===== src/rtl/vram_console_pkg.sv =====
// vram_console_pkg: shared screen geometry, control codes and state encoding
// for the text-VRAM character writer.
`default_nettype none

package vram_console_pkg;

  localparam int COLS_DEF = 40;
  localparam int ROWS_DEF = 30;
  localparam int AW_DEF   = 11;

  localparam logic [7:0] CH_LF = 8'h0A;
  localparam logic [7:0] CH_CR = 8'h0D;
  localparam logic [7:0] CH_BS = 8'h08;
  localparam logic [7:0] CH_FF = 8'h0C;

  typedef enum logic [1:0] {
    IDLE    = 2'd0,
    CLR_ROW = 2'd1,
    CLR_ALL = 2'd2
  } state_e;

  // Everything from 0x20 upward except DEL lands on screen as a glyph.
  function automatic logic is_printable(input logic [7:0] b);
    return (b >= 8'h20) && (b != 8'h7F);
  endfunction

endpackage

`default_nettype wire


===== src/rtl/vram_addr_calc.sv =====
// vram_addr_calc: combinational cell address row*COLS+col; shift-add for the
// 40-column screen, generic multiply otherwise.
`default_nettype none

module vram_addr_calc
  import vram_console_pkg::*;
#(
  parameter int COLS = COLS_DEF,
  parameter int AW   = AW_DEF
) (
  input  logic [4:0]    row_i,
  input  logic [5:0]    col_i,
  output logic [AW-1:0] addr_o
);

  generate
    if (COLS == 40) begin : g_shift_add
      assign addr_o = (AW'(row_i) << 5) + (AW'(row_i) << 3) + AW'(col_i);
    end else begin : g_multiply
      assign addr_o = AW'(row_i) * AW'(COLS) + AW'(col_i);
    end
  endgenerate

endmodule

`default_nettype wire


===== src/rtl/vram_console.sv =====
// vram_console: byte-stream console writer for the 40x30 text VRAM; tracks a
// cursor, handles LF/CR/BS/FF, and scrolls by wrapping with a row clear.
`default_nettype none

module vram_console
  import vram_console_pkg::*;
#(
  parameter int         COLS = COLS_DEF,
  parameter int         ROWS = ROWS_DEF,
  parameter int         AW   = AW_DEF,
  parameter logic [7:0] FILL = 8'h20
) (
  input  logic          clk,
  input  logic          rst_n,
  input  logic          in_valid,
  input  logic [7:0]    in_data,
  output logic          in_ready,
  output logic [AW-1:0] vram_waddr,
  output logic [7:0]    vram_wdata,
  output logic          vram_we,
  output logic [5:0]    cur_col,
  output logic [4:0]    cur_row,
  output logic          busy
);

  localparam logic [AW-1:0] LAST_CELL    = AW'(COLS * ROWS - 1);
  localparam logic [AW-1:0] LAST_COL_CNT = AW'(COLS - 1);
  localparam logic [5:0]    LAST_COL     = 6'(COLS - 1);
  localparam logic [4:0]    LAST_ROW     = 5'(ROWS - 1);

  state_e        state_q, state_d;
  logic [5:0]    col_q, col_d;
  logic [4:0]    row_q, row_d;
  logic [AW-1:0] cnt_q, cnt_d;
  logic          we_q, we_d;
  logic [AW-1:0] waddr_q, waddr_d;
  logic [7:0]    wdata_q, wdata_d;
  logic          ready_q, ready_d;
  logic          busy_q, busy_d;

  logic [4:0]    row_adv;
  logic [5:0]    calc_col;
  logic [AW-1:0] calc_addr;
  logic          accept;

  // One address calculator serves both the cursor write and the row clear.
  assign calc_col = (state_q == CLR_ROW) ? cnt_q[5:0] : col_q;
  assign row_adv  = (row_q == LAST_ROW) ? 5'd0 : row_q + 5'd1;
  assign accept   = in_valid && ready_q;

  vram_addr_calc #(
    .COLS (COLS),
    .AW   (AW)
  ) u_addr_calc (
    .row_i  (row_q),
    .col_i  (calc_col),
    .addr_o (calc_addr)
  );

  always_comb begin
    state_d = state_q;
    col_d   = col_q;
    row_d   = row_q;
    cnt_d   = cnt_q;
    we_d    = 1'b0;
    waddr_d = waddr_q;
    wdata_d = wdata_q;

    case (state_q)
      IDLE: begin
        if (accept) begin
          if (is_printable(in_data)) begin
            we_d    = 1'b1;
            waddr_d = calc_addr;
            wdata_d = in_data;
            if (col_q == LAST_COL) begin
              col_d   = 6'd0;
              row_d   = row_adv;
              cnt_d   = '0;
              state_d = CLR_ROW;
            end else begin
              col_d = col_q + 6'd1;
            end
          end else if (in_data == CH_LF) begin
            col_d   = 6'd0;
            row_d   = row_adv;
            cnt_d   = '0;
            state_d = CLR_ROW;
          end else if (in_data == CH_CR) begin
            col_d = 6'd0;
          end else if (in_data == CH_BS) begin
            if (col_q != 6'd0) begin
              col_d   = col_q - 6'd1;
              we_d    = 1'b1;
              waddr_d = calc_addr - AW'(1);
              wdata_d = FILL;
            end
          end else if (in_data == CH_FF) begin
            col_d   = 6'd0;
            row_d   = 5'd0;
            cnt_d   = '0;
            state_d = CLR_ALL;
          end
        end
      end
      CLR_ROW: begin
        we_d    = 1'b1;
        waddr_d = calc_addr;
        wdata_d = FILL;
        if (cnt_q == LAST_COL_CNT) begin
          state_d = IDLE;
        end else begin
          cnt_d = cnt_q + AW'(1);
        end
      end
      CLR_ALL: begin
        we_d    = 1'b1;
        waddr_d = cnt_q;
        wdata_d = FILL;
        if (cnt_q == LAST_CELL) begin
          col_d   = 6'd0;
          row_d   = 5'd0;
          state_d = IDLE;
        end else begin
          cnt_d = cnt_q + AW'(1);
        end
      end
      default: begin
        state_d = CLR_ALL;
        cnt_d   = '0;
      end
    endcase

    ready_d = (state_d == IDLE);
    busy_d  = (state_d != IDLE);
  end

  always_ff @(posedge clk or negedge rst_n) begin
    if (!rst_n) begin
      state_q <= CLR_ALL;
      col_q   <= 6'd0;
      row_q   <= 5'd0;
      cnt_q   <= '0;
      we_q    <= 1'b0;
      waddr_q <= '0;
      wdata_q <= 8'd0;
      ready_q <= 1'b0;
      busy_q  <= 1'b1;
    end else begin
      state_q <= state_d;
      col_q   <= col_d;
      row_q   <= row_d;
      cnt_q   <= cnt_d;
      we_q    <= we_d;
      waddr_q <= waddr_d;
      wdata_q <= wdata_d;
      ready_q <= ready_d;
      busy_q  <= busy_d;
    end
  end

  assign in_ready   = ready_q;
  assign busy       = busy_q;
  assign vram_we    = we_q;
  assign vram_waddr = waddr_q;
  assign vram_wdata = wdata_q;
  assign cur_col    = col_q;
  assign cur_row    = row_q;

endmodule

`default_nettype wire

===== config.mk =====
export PLATFORM = sky130hd
export DESIGN_NAME = vram_console
export DESIGN_NICKNAME = d
export VERILOG_FILES = /design/src/rtl/vram_console_pkg.sv /design/src/rtl/vram_addr_calc.sv /design/src/rtl/vram_console.sv
export SDC_FILE = /design/constraint.sdc
export NUM_CORES = 1
export LEC_CHECK = 0
export ABC_AREA = 1
export BUFFER_PORTS_ARGS = -buffer_cell sky130_fd_sc_hd__clkbuf_2
export CAP_MARGIN = 20
export CORE_MARGIN = 3
export CORE_UTILIZATION = 50
export DETAILED_ROUTE_END_ITERATION = 7
export GPL_ROUTABILITY_DRIVEN = 0
export GPL_TIMING_DRIVEN = 0
export PLACE_DENSITY = 0.82
export SLEW_MARGIN = 10
export SYNTH_ARGS = -nofsm -noshare
export SYNTH_HDL_FRONTEND = slang
export SYNTH_SLANG_ARGS = --single-unit

===== constraint.sdc =====
create_clock -name clk -period 8.75 [get_ports clk]
set_input_delay 0 -clock clk [delete_from_list [all_inputs] [get_ports clk]]
set_output_delay 0 -clock clk [all_outputs]
set_load 0.005 [all_outputs]

After elaboration in Yosys (flattened, before gate mapping)
Cells that the tools add are included.
Storage, ports and cells
  bits in registers: 46
  input bits: 11
  word-level logic and storage cells: 119
Cells by class
  add/subtract/negate cells: 7
  $lt $le $gt $ge: 1
  equal/unequal tests: 25
  muxes and demuxes: 62
  reductions and logical operators: 15
Operators with widths (count)
  $mux 11: 15
  $pmux 11 s3: 2
  $mux 6: 10
  $mux 8: 6
  $mux 5: 9
  $eq 8x4->1 const B: 4
  $mux 2: 9
  $pmux 8 s2: 1
  $ne 3x3->1 const B: 5
  $reduce_and 7->1: 2
  $ne 4x4->1 const B: 3
  $ne 6x6->1 const B: 2
  $pmux 6 s2: 1
  $reduce_and 6->1: 2
  $add 10x8->11: 1
  $add 11x1->11 const B: 1
  $add 11x6->11: 1
  $eq 11x11->1 const B: 1
  $eq 11x6->1 const B: 1
  $sub 11x1->11 const B: 1
  $pmux 5 s2: 1
  $ge 8x6->1 const B: 1
  $ne 2x2->1 const B: 4
  $ne 8x7->1 const B: 1
  other kinds (17): 26

Logic depth before layout (Yosys ltp)
Gate-level depths: netlist (run 1).
  depth after elaboration: 11
  depth in mapped cells: 19
  mapped depth without buffers: 18

Modules after synthesis
Synthesis (run 1) repeated with hierarchy kept, for this count alone.
Second synthesis, totals
  cell total of the unflattened synthesis: 592
  area total of the unflattened synthesis: 3853.7 um^2
Modules (own cells, without submodules)
  vram_console: instances 1, cells an instance 546, area each 3525.9 um^2
  vram_addr_calc: instances 1, cells an instance 46, area each 327.8 um^2

Worst setup path after synthesis (run 1)
OpenSTA, ideal clock, no wires.
  path type: flip-flop to flip-flop
  from: register state_q[1]
  to: register waddr_q[10], in the netlist vram_waddr[10]
  setup time: 0.077 ns
  arrival: 3.097 ns
  data required time: 8.673 ns
  path slack: 5.576 ns
  cell stages (with the launch flop): 18
  path buffers: 1
  period minus slack after synthesis: 3.174 ns
  cell sequence: dfstp_2 -> inv_1 -> ha_1 -> clkbuf_1 -> nand2_1 -> o21ai_0 -> fa_1 -> inv_1 -> fa_1 -> inv_1 -> nand2_1 -> nor2_1 -> nand3_1 -> nor2_1 -> nand3_1 -> nand2_1 -> nand3_1 -> a21oi_1
Between the ends
  longest elaborated chain between the ends: 11
Ends and longest elaborated chain
  from (decl): line vram_console.sv:31  | state_e state_q, state_d;
  from (signal assigned): line vram_console.sv:150  | state_q <= state_d;
  $eq 2x1->1: line vram_console.sv:47, vram_console.sv:69
  $mux 6: line vram_console.sv:47  | assign calc_col = (state_q == CLR_ROW) ? cnt_q[5:0] : col_q;
  $add 11x6->11: line vram_addr_calc.sv:18  | assign addr_o = (AW'(row_i) << 5) + (AW'(row_i) << 3) + AW'(col_i);
  $sub 11x1->11: line vram_console.sv:95  | waddr_d = calc_addr - AW'(1);
  $mux 11: line vram_console.sv:92  | if (col_q != 6'd0) begin
  $mux 11: line vram_console.sv:91  | end else if (in_data == CH_BS) begin
  $mux 11: line vram_console.sv:89  | end else if (in_data == CH_CR) begin
  $mux 11: line vram_console.sv:84  | end else if (in_data == CH_LF) begin
  $mux 11: line vram_console.sv:72  | if (is_printable(in_data)) begin
  $mux 11: line vram_console.sv:71  | if (accept) begin
  $pmux 11 s3: line vram_console.sv:69  | case (state_q)
  to (signal assigned): line vram_console.sv:155  | waddr_q <= waddr_d;
  to (decl): line vram_console.sv:36  | logic [AW-1:0] waddr_q, waddr_d;
Parallel ways exist; a longest one is shown, timed or not. The select of a mux whose other input is x is not followed.
A chain may end at the register's enable or synchronous reset.

Final worst setup path (run 1)
Same ends and word-level chain as after synthesis.

==> summary.md, run 1 <==
| Metric | Value |
|---|---|
| Final hold vios | 0 |
| Post-synth EDFFs | 0 |
| Nets | roughly 620 |
| Num Clock Sinks | between 40 and 50 |
| Ys async rst share | 100% |
| Initial Utilization | 52.4% |
| # DRC | 0 |
| Htree depth | 2 |
| Clock latency on the worst-skew pair | 0.31 ns |
| # diodes | 0 |
| Most used DFF post-synth | dfrtp_1 |
| Postcts setup bufs | 0 |
| Synth Register Bits | 46 |
| FMAX | 0.269 GHz |
| I/O Buffers | 43 |
| Synthesized net count | 560 |
| Die X | 91.3 um |
| Peak VDD IR | 0.0567 mV |
| Hold_buf cts | 7 |
| Most frequent cells in the layout | 146 x nand2_1, 57 x inv_1, 44 x nor2_1, 44 x clkbuf_2, 44 x dfrtp_1 |
| Power Internal | 0.282 mW |
| Worst slew pin tran | 0.621 ns |
| Core area | 6940 sq um |
| Leakage power | 2.07 nW |
| Die Y-Extent | 91.3 um |
| Sw Share | 23.9% |
| Full die area | 8340 sq um |
| Switch Pwr | 0.0886 mW |
| Worst Clk Skew | 0.00512 ns |
| Area added between synthesis and finish | 14.3% |
| Final worst path period share | 42.4% |
| Critical path class | reg -> reg |
| Syn Std Cell Area | 3640 sq um |
| Syn Inst Count | 527 |
| WL final | 9370 um |
| Post-route setup slack | 5.04 ns |
| Worst hold slack | ~0.030 ns |
| Filler Cell Count | 661 |
| Status | completed |
| Vias in the first global route | 3546 |
| Unique masters post-synth | 37 |
| Worst slew margin | 58.6% |
| Crit-path cells | inv_1 > ha_1 > clkbuf_1 > nand2_1 > o21ai_0 > fa_1 > inv_1 > fa_1 > inv_1 > nand2_1 > nor2_1 > nand3_1 > nor2_1 > nand3_1 > nand2_1 > nand3_1 > a21oi_1 |
| Pwr/cell area | 89.1 nW/um^2 |
| Total gr overflow | 0 |
| Most common cell after layout, fill and taps aside | nand2_1 |
| Maxcap violations | 0 |
| CTS tree | done |
| # IOs | 44 |
| Worst path slowest cell | dfstp_2 |
| Sequential fraction of design power | between 50% and 60% |
| Post-DRT Antenna Nets | 0 |
| Worst slack, placed | 5.14 ns |
| Min Tclk post-route | 3.71 ns |
| All-Layer GR Usage | 23.3% |
| Maximum clock path buffer count | 2 |
| CP startpoint kind | flip-flop |
| TritonCTS buffer count | 5 |
| Sequential fraction of the synthesis area | 31.7% |
| RSZ-0062 raised after global routing | no |
| Via/cell ratio | 5.43 |
| Largest net degree at the start of global routing | 26 |
| CTS Root Buffer Type | clkbuf_8 |
| CTS resizes | 0 |
| Clk pwr share | 38.0% |
| # rows | 30 |
| Share of cells above drive strength 1 | between 10% and 20% |
| Setup crit end kind | flip-flop |
| Comb pwr share | 4.7% |
| Sum Neg Setup Slack | 0 ns |
| Worst-path clk slew | 0.09 ns |
| Placed wire-length estimate | 7050 um |
| Antenna violations before repair | 0 |
| Worst-case reg-to-reg path depth | 17 |
| Pins Over Slew Limit | 0 |
| WL per Instance | approximately 14 um |
| Crit Path Max Fanout | 10 |
| Global-route wire length before repair | between 15000 and 20000 um |
| HP Class | in -> reg |
| Crit path DAT | between 3 and 4 ns |
| Drt first pass iters | 5 |
| WP data required | 8.99 ns |
| Synth Area per Inst | 6.91 sq um |
| Ys Warns | 0 |
| DR iter-0 viols | between 200 and 300 |
| Slowest Stage Delay on Critical Path | around 0.57 ns |
| Final setup vio count | 0 |
| DR vias | 3706 |
| WHS Path Cells | 3 |
## cells in the mapped netlist (5+ instances only)
master / instances / area, sq um
a21oi_1: 31 / 155
clkbuf_1: 8 / 30.0
dfrtp_1: 44 / 1100
ha_1: 20 / 250
inv_1: 57 / 214
inv_2: 5 / 18.8
nand2_1: 146 / 548
nand2_2: 8 / 50.1
nand3_1: 41 / 205
nand3b_1: 5 / 37.5
nand4_1: 10 / 62.6
nor2_1: 44 / 165
nor3_1: 12 / 60.1
o21ai_0: 30 / 150
o21ai_1: 8 / 40.0
o21ai_2: 12 / 105
or2_2: 7 / 43.8
xor2_1: 8 / 70.1
## state kept, by name, indices dropped and copies added (netlist names)
| signal | cells |
|---|---|
| vram_waddr | 11 |
| in_ready | 1 |
| state_q | 2 |
| cur_col | 6 |
| vram_wdata | 8 |
| vram_we | 1 |
| cnt_q | 11 |
| busy | 1 |
| cur_row | 5 |
## cell families after synthesis
family / count (synthesis) / share of synthesized area, %
simple gates: 283 / 34.9
compound gates: 90 / 14.5
buf+inv: 77 / 8.77
flops: 46 / 31.7
fa+ha+maj: 22 / 7.98
xor+xnor: 9 / 2.17
## final timing paths
kind                                    start             end  slack, ns
max in group asynchronous               rst_n      state_q[1]       7.89
worst min register to register  vram_waddr[3]   vram_waddr[3]       0.49
min in group asynchronous               rst_n      cur_row[3]       0.24
worst max-delay path               state_q[1]  vram_waddr[10]       5.04
worst max register to register     state_q[1]  vram_waddr[10]       5.04
worst min-delay path               in_data[5]   vram_wdata[5]       0.03
## routing by layer
metal	part of all wire, %	global-route usage, %
met5	0	0
met4	2.4	8.79
met3	4.7	2.82
met2	49	39.6
met1	44	30.2
## area by class of cell
type / instances / area, sq um / share of cell area [%]
Sequential cell: 46 / 1150 / 27.7
Timing Repair Buffer: 51 / 305 / 7.34
Tap cell: 96 / 120 / 2.89
Clock buffer: 6 / 82.6 / 1.98
Clock inverter: 2 / 12.5 / 0.301
Multi-Input combinational cell: 404 / 2170 / 52.1
Inverter: 62 / 233 / 5.59
Buffer: 15 / 86.3 / 2.08
## critical path, delay by kind of cell (launching register included)
kind | cells | cell delay (ns)
and+or+nand+nor | 8 | 1.04
DFF | 1 | 0.57
buffers and inverters | 4 | 0.51
AOI/OAI and AO/OA | 2 | 0.24
adders and majority gates | 3 | 1.27
## power by group through the flow
| stage | registers, mW | clock network (mW) | logic, mW |
|---|---|---|---|
| after floorplan | 0.217 | 0 | 0.00491 |
| after global placement | 0.217 | 0 | 0.0137 |
| after detailed placement | 0.217 | 0 | 0.0152 |
| after CTS | 0.212 | 0.144 | 0.0178 |
| after global routing | 0.212 | 0.152 | 0.0198 |
| final | 0.212 | 0.141 | 0.0175 |
## stage by stage
stage	total power [mW]	instances	utilization, %	area (sq um)
after floorplan	0.222	527	-	3640
after global placement	0.230	666	57.2	3980
after detailed placement	0.232	667	57.5	4000
after CTS	0.374	682	59.9	4160
after global routing	0.385	682	59.9	4160
final	0.371	682	59.9	4160
Power figures use the tool's default switching activity.
==> run 2, diff against run 1 <==
--- a/config.mk
+++ b/config.mk
@@ -5,7 +5,7 @@
 export SDC_FILE = /design/constraint.sdc
 export NUM_CORES = 1
 export LEC_CHECK = 0
-export ABC_AREA = 1
+export ABC_AREA = 0
 export BUFFER_PORTS_ARGS = -buffer_cell sky130_fd_sc_hd__clkbuf_2
 export CAP_MARGIN = 20
 export CORE_MARGIN = 3
==> constraint.sdc (replaced) <==
create_clock -name clk -period 3.8 [get_ports clk]
set_input_delay 0 -clock clk [delete_from_list [all_inputs] [get_ports clk]]
set_output_delay 0 -clock clk [all_outputs]
set_load 0.005 [all_outputs]
==> run 2 against run 1 <==
Net effect: utilization is 3.3 points higher; hold slack worse by 0.0048 ns; cell count is 19% lower; cell area down 0.24%; critical path type unchanged.
==> summary.md, run 2 <==
| Metric | Value |
|---|---|
| CTS tree | done (unchanged) |
| Maximum clock path buffer count | 2 (unchanged) |
| Syn Std Cell Area | 3510 sq um (was 3640 sq um) |
| Sw Share | 22.7% (was 23.9%) |
| FMAX | 0.271 GHz (was 0.269 GHz) |
| Worst-path clk slew | 0.09 ns (about the same) |
| Post-DRT Antenna Nets | 0 (unchanged) |
| Critical path class | reg -> reg (unchanged) |
| Leakage power | 1.77 nW (was 2.07 nW) |
| Min Tclk post-route | 3.68 ns (was 3.71 ns) |
| RSZ-0062 raised after global routing | no (unchanged) |
| Most frequent cells in the layout | 43 x dfrtp_1, 42 x nand2_1, 41 x clkbuf_2 (was 146 x nand2_1, 57 x inv_1, 44 x nor2_1, 44 x clkbuf_2, 44 x dfrtp_1) |
| # DRC | 0 (unchanged) |
| All-Layer GR Usage | 23.3% (about the same) |
| Clock latency on the worst-skew pair | 0.31 ns (about the same) |
| Worst slew margin | 49.1% (was 58.6%) |
| Sequential fraction of the synthesis area | 32.9% (was 31.7%) |
| Synth Area per Inst | 8.79 sq um (was 6.91 sq um) |
| DR vias | 3440 (was 3706) |
| DR iter-0 viols | 340 (was 250) |
| Post-synth top cells | 44 x dfrtp_1, 42 x nand2_1, 39 x o21ai_0 (was 146 x nand2_1, 57 x inv_1, 44 x dfrtp_1, 44 x nor2_1, 41 x nand3_1) |
| Maxcap violations | 0 (unchanged) |
| R2R Path End | vram_waddr[10] (unchanged) |
| Critical hold path startpoint | in_data[6] (was in_data[5]) |
| Worst slew pin tran | 0.762 ns (was 0.621 ns) |
| Switch Pwr | 0.208 mW (was 0.0886 mW) |
| Pins Over Slew Limit | 0 (unchanged) |
| Total gr overflow | 0 (unchanged) |
| Power Internal | 0.710 mW (was 0.282 mW) |
| Drt first pass iters | 7 (was 5) |
| CTS Root Buffer Type | clkbuf_8 (unchanged) |
| Setup crit end kind | flip-flop (unchanged) |
| Unique masters post-synth | 73 (was 37) |
| Filler Cell Count | 544 (was 661) |
| WL final | 9630 um (was 9370 um) |
| Crit path DAT | 3.89 ns (was 3.95 ns) |
| Full die area | 8060 sq um (was 8340 sq um) |
| Synthesized net count | 432 (was 560) |
| Global-route wire length before repair | 15800 um (was 16100 um) |
| Crit Path Max Fanout | 6 (was 10) |
| Status | completed (unchanged) |
| Antenna violations before repair | 0 (unchanged) |
| Synth Register Bits | 46 (unchanged) |
| Area of the multi-input gates | 2290 sq um (was 2170 sq um) |
| Final hold vios | 0 (unchanged) |
| Reg-to-reg slack, setup | 0.12 ns (was 5.04 ns) |
| WP depth | 12 (was 17) |
| Num Clock Sinks | 46 (unchanged) |
| WP data required | 4.00 ns (was 8.99 ns) |
| HP Class | in -> reg (unchanged) |
| Die Y-Extent | 89.8 um (was 91.3 um) |
| Comb pwr share | 6.6% (was 4.7%) |
| Nets | 492 (was 618) |
| Via/cell ratio | 6.22 (was 5.43) |
| Top cell type by total area after synthesis | dfrtp_1 (unchanged) |
| Final worst path period share | 97.0% (was 42.4%) |
| WP buf/inv | 2 (was 4) |
| Placed wire-length estimate | 6860 um (was 7050 um) |
| Vias in the first global route | 3326 (was 3546) |
| Most used DFF post-synth | dfrtp_1 (unchanged) |
| Dpl cells | 534 (was 667) |
| Worst Clk Skew | 0.00585 ns (was 0.00512 ns) |
| Sum Neg Setup Slack | 0 ns (unchanged) |
| CP startpoint kind | flip-flop (unchanged) |
| Non-filler cells, final | 553 (was 682) |
| Area added between synthesis and finish | 18.3% (was 14.3%) |
| WHS Path Cells | 3 (unchanged) |
| Slowest Stage Delay on Critical Path | 0.58 ns (was 0.57 ns) |
| Crit-path cells | inv_4 > ha_4 > buf_4 > mux2_2 > ha_2 > ha_4 > fa_2 > nor3_4 > nand4_4 > or4_4 > or3_4 > a32o_1 (was inv_1 > ha_1 > clkbuf_1 > nand2_1 > o21ai_0 > fa_1 > inv_1 > fa_1 > inv_1 > nand2_1 > nor2_1 > nand3_1 > nor2_1 > nand3_1 > nand2_1 > nand3_1 > a21oi_1) |
| Worst-case reg-to-reg path depth | 12 (was 17) |
| Area occupied by registers | 1150 sq um (about the same) |
| Largest net degree at the start of global routing | 25 (was 26) |
| Share of cells above drive strength 1 | 21.5% (was 17.9%) |
| Pwr/cell area | 221 nW/um^2 (was 89.1 nW/um^2) |
| Worst Hold End | vram_wdata[6] (was vram_wdata[5]) |
| Final setup vio count | 0 (unchanged) |
| I/O Buffers | 41 (was 43) |
| Htree depth | 2 (unchanged) |
| # IOs | 44 (unchanged) |
| Syn Inst Count | 399 (was 527) |
| Initial Utilization | 53.4% (was 52.4%) |
| # diodes | 0 (unchanged) |
| Count leader, synth | dfrtp_1 (was nand2_1) |
| Worst path slowest cell | dfstp_2 (unchanged) |
| Post-synth EDFFs | 0 (unchanged) |
| Critical path's top delay family | simple AND/OR/NAND/NOR gates (was adder cells) |
| Sequential fraction of design power | 53.3% (was 57.3%) |
| Most common cell on crit path | ha_4 |
| Peak VDD IR | 0.146 mV (was 0.0567 mV) |
| Clk pwr share | 40.1% (was 38.0%) |
| # rows | 29 (was 30) |
| Die X | 89.8 um (was 91.3 um) |
| Ys Warns | 0 (unchanged) |
| Ys async rst share | 100% (unchanged) |
| Yosys top cell area share | 31.4% (was 30.3%) |
| Top cells by area, synth | dfrtp_1 31%, ha_1 7.1%, o21ai_0 5.6% (was dfrtp_1 30%, nand2_1 15%, ha_1 6.9%) |
| FF-to-FF Start | state_q[1] (unchanged) |
| WL per Instance | 17.4 um (was 13.7 um) |
| TritonCTS buffer count | 5 (unchanged) |
| Most common cell after layout, fill and taps aside | dfrtp_1 (was nand2_1) |
| Core area | 6570 sq um (was 6940 sq um) |
-- run 2: worst max path at each step --
stage	startpoint	to	slack, ns
6_report	state_q[1]	vram_waddr[10]	0.12
5_1_grt	state_q[1]	vram_waddr[10]	0.002
4_1_cts	state_q[1]	vram_waddr[10]	0.002
3_5_place_dp	state_q[1]	vram_waddr[10]	-0.32
3_3_place_gp	state_q[1]	vram_waddr[10]	-0.23
2_1_floorplan	state_q[1]	vram_waddr[10]	0.03
-- run 2: through the flow --
step | utilization [%] | cell area (sq um) | setup WS, ns | hold slack [ns] | total power [mW]
after floorplan | - | 3510 | 0.0321 | -0.296 | 0.527
after global placement | 58.4 | 3830 | -0.230 | 0.273 | 0.549
after detailed placement | 58.7 | 3850 | -0.321 | 0.0430 | 0.554
after CTS | 62.0 | 4070 | 0.00207 | 0.0153 | 0.922
after global routing | 63.2 | 4150 | 0.00238 | 0.0199 | 0.951
final | 63.2 | 4150 | 0.115 | 0.0252 | 0.919
-- run 2: cells by family after synthesis --
family	share of synthesized area, %
buffers and inverters	4.35
AND/OR/NAND/NOR	22.8
AO/OA/AOI/OAI	24.2
adder cells (fa/ha/maj)	8.27
XOR/XNOR	3.00
flip-flops	32.9
multiplexers	4.46
-- run 2: area by class of cell --
class                      instances  share of cell area [%]
multi-input combinational        317                    55.1
tap                               93                    2.80
buffer                            20                    2.20
timing repair buffer              55                    8.14
clock buffer                       7                    1.84
inverter                          14                    1.33
sequential                        46                    27.8
clock inverter                     1                   0.724
-- run 2: tightest hold or removal path, cell delays in order --
cell and delay, ns:
clkbuf_2 0.12, o211ai_1 0.09, o21ai_0 0.08
-- run 2: per-layer routing --
metal / vias to the layer above / global-route usage, % / wire, um
met5: - / 0 / 0
met2: 165 / 38.7 / 4660
met1: 1647 / 30.3 / 4080
li1: 1604 / - / -
met4: 0 / 8.68 / 186
met3: 24 / 4.42 / 702
-- run 2: power groups by stage --
| stage | combinational (mW) | sequential, mW | clock (mW) |
|---|---|---|---|
| floorplan | 0.0276 | 0.500 | 0 |
| global placement | 0.0498 | 0.500 | 0 |
| detailed placement | 0.0539 | 0.500 | 0 |
| CTS | 0.0595 | 0.490 | 0.372 |
| global route | 0.0665 | 0.490 | 0.394 |
| finish | 0.0602 | 0.490 | 0.368 |
-- run 2: repair_timing --
item	CTS	global route
hold endpoints to repair	27	0
hold buffers	6	0
resized for setup	7	11
pin swaps	3	6
endpoints found under the setup margin	1	2
buffers inserted	3	4
==> run 3, diff against run 2 <==
==> constraint.sdc (replaced) <==
create_clock -name clk -period 3.8 [get_ports clk]
set_input_delay 0.76 -clock clk [delete_from_list [all_inputs] [get_ports clk]]
set_output_delay 0.76 -clock clk [all_outputs]
set_load 0.005 [all_outputs]
==> run 3 against run 2 <==
Net effect: register-to-register slack barely moved; first-iteration DRC count down 7.4%; wire length shrank 1.3%; sequential share of layout area is 0.41 points higher; cell area decreased by 1.4%; highest routed layer unchanged; die area did not move; clock skew about the same; global-route usage is 0.19 points lower; maximum frequency down 0.10%.
==> summary.md, run 3 (synthesized netlist as in run 2, its figures left out) <==
| Metric | Value |
|---|---|
| Setup crit end kind | flip-flop (unchanged) |
| Status | completed (unchanged) |
| Leakage power | 1.74 nW (was 1.77 nW) |
| M1 WL | 3980 um (was 4080 um) |
| WP data required | 4.00 ns (about the same) |
| Hold_buf cts | 0 (was 6) |
| Antenna violations before repair | 0 (unchanged) |
| Nets | 486 (was 492) |
| Vias in the first global route | 3296 (was 3326) |
| Final setup vio count | 0 (unchanged) |
| # IOs | 44 (unchanged) |
| Sw Share | 22.5% (was 22.7%) |
| Maxcap violations | 0 (unchanged) |
| Worst Clk Skew | 0.00621 ns (was 0.00585 ns) |
| Pwr/cell area | 223 nW/um^2 (was 221 nW/um^2) |
| DR iter-0 viols | 315 (was 340) |
| Final worst path period share | 97.1% (was 97.0%) |
| Most frequent cells in the layout | 43 x dfrtp_1, 42 x nand2_1, 41 x clkbuf_2 (unchanged) |
| Die X | 89.8 um (unchanged) |
| Global-route wire length before repair | 15700 um (was 15800 um) |
| Uppermost routed layer | met4 (unchanged) |
| Clk pwr share | 40.2% (was 40.1%) |
| RSZ-0062 raised after global routing | no (unchanged) |
| Power Internal | 0.706 mW (was 0.710 mW) |
| CTS tree | done (unchanged) |
| # diodes | 0 (unchanged) |
| Maximum clock path buffer count | 2 (unchanged) |
| CP startpoint kind | flip-flop (unchanged) |
| Largest net degree at the start of global routing | 25 (unchanged) |
| FMAX | 0.271 GHz (about the same) |
| # DRC | 0 (unchanged) |
| Core area | 6570 sq um (unchanged) |
| CTS Root Buffer Type | clkbuf_8 (unchanged) |
| Core Util, Final | 62.3% (was 63.2%) |
| Die Y-Extent | 89.8 um (unchanged) |
| Min Tclk post-route | 3.69 ns (was 3.68 ns) |
| Worst slew pin tran | 0.744 ns (was 0.762 ns) |
| Share of cells above drive strength 1 | 21.8% (was 21.5%) |
| DR vias | 3403 (was 3440) |
| Num Clock Sinks | 46 (unchanged) |
| Most common cell after layout, fill and taps aside | dfrtp_1 (unchanged) |
| WL per Instance | 17.4 um (about the same) |
| Sequential fraction of design power | 53.8% (was 53.3%) |
| Final hold vios | 0 (unchanged) |
| Post-DRT Antenna Nets | 0 (unchanged) |
| Comb pwr share | 6.0% (was 6.6%) |
| All-Layer GR Usage | 23.1% (was 23.3%) |
| Worst slew margin | 50.3% (was 49.1%) |
| Full die area | 8060 sq um (unchanged) |
| I/O Buffers | 41 (unchanged) |
| Htree depth | 2 (unchanged) |
| Crit Path Max Fanout | 6 (unchanged) |
| Detailed-routed wire length on met2 | 4610 um (was 4660 um) |
| Initial Utilization | 53.4% (unchanged) |
| Via/cell ratio | 6.22 (about the same) |
| Pwr Total | 0.911 mW (was 0.919 mW) |
| Area added between synthesis and finish | 16.6% (was 18.3%) |
| Crit path DAT | 3.89 ns (about the same) |
| Peak VDD IR | 0.146 mV (about the same) |
| Placed wire-length estimate | 6860 um (unchanged) |
| Clock latency on the worst-skew pair | 0.30 ns (was 0.31 ns) |
| TritonCTS buffer count | 5 (unchanged) |
| Filler Cell Count | 551 (was 544) |
| Critical path class | reg -> reg (unchanged) |
| Total gr overflow | 0 (unchanged) |
| DR WL met3 | 734 um (was 702 um) |
| WL final | 9500 um (was 9630 um) |
| Drt first pass iters | 5 (was 7) |
| Pins Over Slew Limit | 0 (unchanged) |
| # rows | 29 (unchanged) |
| HP Class | in -> async (was in -> reg) |
| Switch Pwr | 0.205 mW (was 0.208 mW) |
| Worst-path clk slew | 0.09 ns (about the same) |
==> run 3: path summary, 6_finish.rpt <==
kind                                from        endpoint  slack (ns)  cells after the start
setup / recovery              state_q[1]  vram_waddr[10]        0.11                     12
hold / removal                     rst_n      cur_col[0]        0.46                      1
setup reg to reg              state_q[1]  vram_waddr[10]        0.11                     12
hold reg to reg            vram_wdata[7]   vram_wdata[7]        0.47                      2
max in group asynchronous          rst_n            busy        2.72                      2
min in group clk           vram_wdata[7]   vram_wdata[7]        0.47                      2
==> run 3: stage by stage <==
| stage | instances | TNS, ns | hold slack, ns | cell area, sq um | worst slack [ns] |
|---|---|---|---|---|---|
| after floorplan | 399 | 0 | 0.463 | 3510 | 0.0321 |
| after global routing | 547 | 0 | 0.497 | 4090 | 0.00238 |
| after CTS | 544 | 0 | 0.474 | 4010 | 0.00207 |
| after detailed placement | 534 | -0.321 | 0.457 | 3850 | -0.321 |
| final | 547 | 0 | 0.455 | 4090 | 0.111 |
| after global placement | 533 | -0.230 | 0.455 | 3830 | -0.230 |
==> run 3: routing by layer <==
| metal | global-route usage (%) | vias up |
|---|---|---|
| met5 | 0 | - |
| met4 | 8.68 | 0 |
| met3 | 4.01 | 21 |
| met2 | 38.3 | 173 |
| met1 | 30.3 | 1615 |
| li1 | - | 1594 |
==> run 3: repair_timing <==
item | 4_1_cts | 5_1_grt
endpoints found under the hold margin | 0 | 0
pin swaps | 3 | 6
setup endpoints to repair | 1 | 2
resized for setup | 7 | 11
setup buffers | 3 | 4
==> run 3: worst max-delay path: stages, from the launching register on <==
cell     delay (ns)
dfstp_2        0.58
inv_4          0.06
ha_4           0.18
buf_4          0.16
mux2_2         0.27
ha_2           0.19
ha_4           0.17
fa_2           0.44
nor3_4         0.25
nand4_4        0.12
or4_4          0.56
or3_4          0.34
a32o_1         0.26
==> run 3: final cells by class <==
type,count,area (sq um),share of cell area (%)
timing repair buffer,49,278,6.79
clock buffer,7,76.3,1.87
tap,93,116,2.84
multi-input combinational,317,2290,55.9
buffer,20,91.3,2.23
inverter,14,55.1,1.35
sequential,46,1150,28.2
clock inverter,1,30.0,0.734
==> run 3: power by group through the flow <==
stage                     Clock (mW)  Combinational [mW]  Sequential [mW]
final                          0.366              0.0550            0.490
after global routing           0.394              0.0611            0.490
after CTS                      0.372              0.0547            0.490
after detailed placement           0              0.0539            0.500
after global placement             0              0.0498            0.500
after floorplan                    0              0.0276            0.500
